## src/rtl/boton_acondicionador.sv

```systemverilog
// ---------------------------------------------------------------------------
// boton_acondicionador
//
// Conditions the three raw push buttons of the order menu (next, back,
// cancel). Each channel is polarity-corrected, synchronised through two
// flip-flops and debounced. Every debounced press (0->1 acceptance) becomes
// exactly one single-cycle pulse. At most one pulse is high in any cycle.
//
// Parameters
//   DEBOUNCE_CYCLES : consecutive cycles of disagreement before the level is
//                     accepted (2 .. 2**CNT_W-1)
//   CNT_W           : width of each debounce counter
//   ACTIVE_LOW      : 1 -> raw buttons read 0 when pressed
//
// Ports
//   clk          in   system clock, rising edge
//   reset        in   asynchronous, active-high reset
//   btn_sig_raw  in   raw "next" button (asynchronous)
//   btn_reg_raw  in   raw "back" button (asynchronous)
//   btn_can_raw  in   raw "cancel" button (asynchronous)
//   siguiente    out  registered one-cycle pulse for "next"
//   regresar     out  registered one-cycle pulse for "back"
//   cancelar     out  registered one-cycle pulse for "cancel"
//   pending      out  accepted presses not yet emitted, {can, reg, sig}
// ---------------------------------------------------------------------------
module boton_acondicionador #(
  parameter int DEBOUNCE_CYCLES = 250000,
  parameter int CNT_W           = 18,
  parameter bit ACTIVE_LOW      = 1'b1
) (
  input  logic       clk,
  input  logic       reset,
  input  logic       btn_sig_raw,
  input  logic       btn_reg_raw,
  input  logic       btn_can_raw,
  output logic       siguiente,
  output logic       regresar,
  output logic       cancelar,
  output logic [2:0] pending
);

  localparam logic [CNT_W-1:0] LP_CNT_LAST = CNT_W'(DEBOUNCE_CYCLES - 1);
  localparam logic [CNT_W-1:0] LP_CNT_ONE  = CNT_W'(1);

  // Channel bit order everywhere: {can, reg, sig}; bit 2 has top priority.
  logic [2:0]       w_raw;
  logic [2:0]       w_pol;
  logic [2:0]       w_accept;
  logic [2:0]       w_grant;

  logic [2:0]       r_s1;
  logic [2:0]       r_s2;
  logic [2:0]       r_stable;
  logic [CNT_W-1:0] r_cnt [3];
  logic [2:0]       r_pending;
  logic [2:0]       r_pulse;

  assign w_raw = {btn_can_raw, btn_reg_raw, btn_sig_raw};
  assign w_pol = ACTIVE_LOW ? ~w_raw : w_raw;

  // Two-flop synchroniser; reset to the released level so a button held
  // through reset is seen as a fresh press once reset lifts.
  always_ff @(posedge clk or posedge reset) begin
    if (reset) begin
      r_s1 <= '0;
      r_s2 <= '0;
    end else begin
      r_s1 <= w_pol;
      r_s2 <= r_s1;
    end
  end

  // Acceptance edge where the debounced level rises: this is a press.
  always_comb begin
    w_accept = '0;
    for (int c = 0; c < 3; c++) begin
      w_accept[c] = (r_s2[c] != r_stable[c]) && (r_cnt[c] == LP_CNT_LAST) && r_s2[c];
    end
  end

  // Debounce: the counter only runs while s2 disagrees with the accepted
  // level, so any agreeing sample restarts it and it can never wrap.
  always_ff @(posedge clk or posedge reset) begin
    if (reset) begin
      r_stable <= '0;
      for (int c = 0; c < 3; c++) begin
        r_cnt[c] <= '0;
      end
    end else begin
      for (int c = 0; c < 3; c++) begin
        if (r_s2[c] == r_stable[c]) begin
          r_cnt[c] <= '0;
        end else if (r_cnt[c] == LP_CNT_LAST) begin
          r_stable[c] <= r_s2[c];
          r_cnt[c]    <= '0;
        end else begin
          r_cnt[c] <= r_cnt[c] + LP_CNT_ONE;
        end
      end
    end
  end

  // Fixed priority pick: cancel > back > next.
  always_comb begin
    w_grant = '0;
    if (r_pending[2]) begin
      w_grant = 3'b100;
    end else if (r_pending[1]) begin
      w_grant = 3'b010;
    end else if (r_pending[0]) begin
      w_grant = 3'b001;
    end
  end

  // The served bit is cleared before the new accepts are OR-ed in, so a
  // press accepted on the same edge its bit is served stays pending and
  // yields a second pulse; a press on an already-pending bit merges.
  always_ff @(posedge clk or posedge reset) begin
    if (reset) begin
      r_pending <= '0;
      r_pulse   <= '0;
    end else begin
      r_pending <= (r_pending & ~w_grant) | w_accept;
      r_pulse   <= w_grant;
    end
  end

  assign siguiente = r_pulse[0];
  assign regresar  = r_pulse[1];
  assign cancelar  = r_pulse[2];
  assign pending   = r_pending;

endmodule

```

## config.mk

```make
export PLATFORM = sky130hd
export DESIGN_NAME = boton_acondicionador
export DESIGN_NICKNAME = d
export VERILOG_FILES = /design/src/rtl/boton_acondicionador.sv
export SDC_FILE = /design/constraint.sdc
export NUM_CORES = 1
export LEC_CHECK = 0
export ABC_AREA = 0
export ABC_CLOCK_PERIOD_IN_PS = 2700
export CELL_PAD_IN_SITES_DETAIL_PLACEMENT = 0
export CELL_PAD_IN_SITES_GLOBAL_PLACEMENT = 2
export CORE_MARGIN = 2
export CORE_UTILIZATION = 42
export CTS_BUF_LIST = sky130_fd_sc_hd__clkbuf_2 sky130_fd_sc_hd__clkbuf_4 sky130_fd_sc_hd__clkbuf_8
export DETAILED_ROUTE_END_ITERATION = 10
export GPL_ROUTABILITY_DRIVEN = 0
export PLACE_DENSITY = 0.81
export SLEW_MARGIN = 25
export SYNTH_ARGS = -nofsm -noshare
export SYNTH_HDL_FRONTEND = slang
export SYNTH_SLANG_ARGS = --single-unit
```

## constraint.sdc

```tcl
create_clock -name clk -period 2.7 [get_ports clk]
set_input_delay 0.675 -clock clk [delete_from_list [all_inputs] [get_ports clk]]
set_output_delay 0.675 -clock clk [all_outputs]
set_load 0.02 [all_outputs]
```

==> metrics <==
xor/xnor share of the synthesized area=0.128; Clk pin slew, worst setup/hold paths=0.07 ns; Placed Instances=418; nets=338; Initial Util=0.440; post-synthesis sequential area ratio=0.536; Area Overhead vs Synth=14.2%; commonest non-fill, non-tap cell in the layout=dfrtp_1; Post-Synthesis Cells=307; mux contribution to synthesized area=0.0116; Initial DRC Count=83; H-tree depth=3; met1 Resource Use GR=0.217; Worst IR Drop VDD=0.000259 V; Static Leakage=1.51 nW; Slew HR=0.602; DRT Pass-1 Iters=4; Compound-Gate Fraction of Synth Area=0.0431; Post-synth EDFFs=0; syn_area_per_cell=10.5 sq um; CP endpoint=pending[2]; CTS Sinks=69; antenna violations before repair=0; power per cell area=527 nW/um^2; Worst Skew=0.0106 ns; WL final=5940 microns; DP HPWL=4140 microns; final instance area=3680 sq um; IO Pins=11; crit path max fanout=6; outcome=completed; largest area contributor in the synthesized netlist=dfrtp_1; Hold Crit Start=r_s1[0]$_DFF_PP0_; critical path's largest stage delay=0.65 ns; RSZ-0062 raised after global routing=false; met3 usage=0.0573; Vias=2235; Fill cells=657; hold_buf cts=0; critical path class=reg -> out; Synth Register Bits=69; final setup margin=0.568 ns; top cells by area, synth=dfrtp_1, xnor2_1, nor2_1, xor2_1, nor4_1; CP startpoint=pending[2]$_DFF_PP0_; adder-cell share of the synthesized area=0.0116; gr ovfl total=0; GR met2 Demand/Resource=0.232; Rows=31; die area=8390 sq um; Critical-path top delay cell=clkdlybuf4s50_1; worst r2r path cells=5; combinational family with the most area after synthesis=simple AND/OR/NAND/NOR gates; CP Data Arrival Time=1.46 ns; IO buf count=10; fraction of layout cells with a size suffix above 1=0.107; Die Span X=91.6 microns; crit end category=output port; Avg Vias per Cell=5.15; vias in the first global route=2204; Placed Area=3480 sq um; n_diodes=0; Cell Chain, Critical Path=clkdlybuf4s50_1; final slew viol count=0; root buffer cell=clkbuf_8; CP delay by family, top=buffers and inverters; PostCTS Resize Cnt=0; Mapped Nets=315; routed length per instance=13.7 microns; Netlist cell types=36; HP Class=reg -> reg; post-CTS setup buffers=0; CTS Buffer Depth=2; core box area=7330 sq um; yosys warns=0; Setup violations, final=0; worst reg2reg endpoint=r_cnt[24]$_DFF_PP0_; Reg2Reg Setup Slack=0.71 ns; Reg-to-Reg Start=r_cnt[27]$_DFF_PP0_; Max-Cap Viols=0; WHS Path Cells=0; Synth Area in Simple Gates=0.248; Crit path depth=1; final worst-path cycle share=0.790; CTS tree=done; Clk Latency, worst-skew pair=0.34 ns; Synth top area share=0.536; Die H=91.6 microns; min Tclk post-route=2.13 ns; ys async rst share=1.00; global route hottest layer=met2; Most used DFF post-synth=dfrtp_1; CP Launch Type=flop; mapped cell area=3220 sq um; GR Util All Layers=0.158; final non-filler cell total=434; fmax=0.469 GHz; actual slew at the worst max-slew pin=0.595 ns; WP buf/inv=1; # DRC=0; Detail Route Antenna Nets=0; largest net degree at the start of global routing=39; CTS buffer count=9; final hold viol count=0; commonest non-fill, non-tap cells in the layout=dfrtp_1, nor2_1, xnor2_1; final setup TNS=0 ns; first-pass GRT wire length=10400 microns; pre-CTS WS=0.729 ns; WP data required=2.03 ns
-- report_power, final --
group	switching [W]	total (W)	internal, W
combinational	0.0000465	0.0000761	0.0000297
sequential	0.0000152	0.00106	0.00105
clock	0.000387	0.000799	0.000412
total	0.000449	0.00194	0.00149
-- metrics by stage --
step / power, W / hold slack (ns) / util
2_1_floorplan: 0.00113 / 0.331 / -
3_3_place_gp: 0.00116 / 0.333 / 0.475
3_5_place_dp: 0.00116 / 0.337 / 0.475
4_1_cts: 0.00198 / 0.356 / 0.502
5_1_grt: 0.00203 / 0.363 / 0.502
6_report: 0.00194 / 0.353 / 0.502
-- cell usage after synthesis (all sizes together) (4+ instances only) --
cell / count
dfrtp: 69
nor2: 55
xnor2: 34
nand3: 18
nand2: 15
nand4: 15
nor4: 15
xor2: 13
inv: 12
nor3: 11
or4: 6
buf: 4
o21ai: 4
or3: 4
-- layer usage --
layer  vias to the layer above  part of all wire
li1                       1120                 -
met1                      1080              0.51
met2                        31              0.44
met3                         4             0.039
met4                         0             0.011
met5                         -                 0
-- how the worst min path moves through the flow --
stage	end	slack (ns)
4_1_cts	r_s2[0]$_DFF_PP0_	0.36
6_report	r_s2[0]$_DFF_PP0_	0.35
3_3_place_gp	r_s2[0]$_DFF_PP0_	0.33
3_5_place_dp	r_s2[0]$_DFF_PP0_	0.34
5_1_grt	r_s2[1]$_DFF_PP0_	0.36
2_1_floorplan	r_s2[0]$_DFF_PP0_	0.33
-- state kept, by name, summed over array words and instances (netlist names) --
name,count
r_pulse,3
pending,3
r_cnt,54
r_s1,3
r_stable,3
r_s2,3
-- logic make-up after synthesis --
logic type,Yosys count
flops,69
compound gates,14
simple gates,154
mux,3
buf+inv,17
xor+xnor,47
fa+ha+maj,3
-- cell type report --
type | instances | area (sq um) | area share
clock buffer | 12 | 165 | 0.0449
clock inverter | 4 | 30.0 | 0.00816
inverter | 12 | 45.0 | 0.0122
multi-input combinational | 221 | 1420 | 0.387
sequential | 69 | 1730 | 0.469
tap | 99 | 124 | 0.0337
timing repair buffer | 17 | 165 | 0.0449
(Power assumes the default switching activity.)
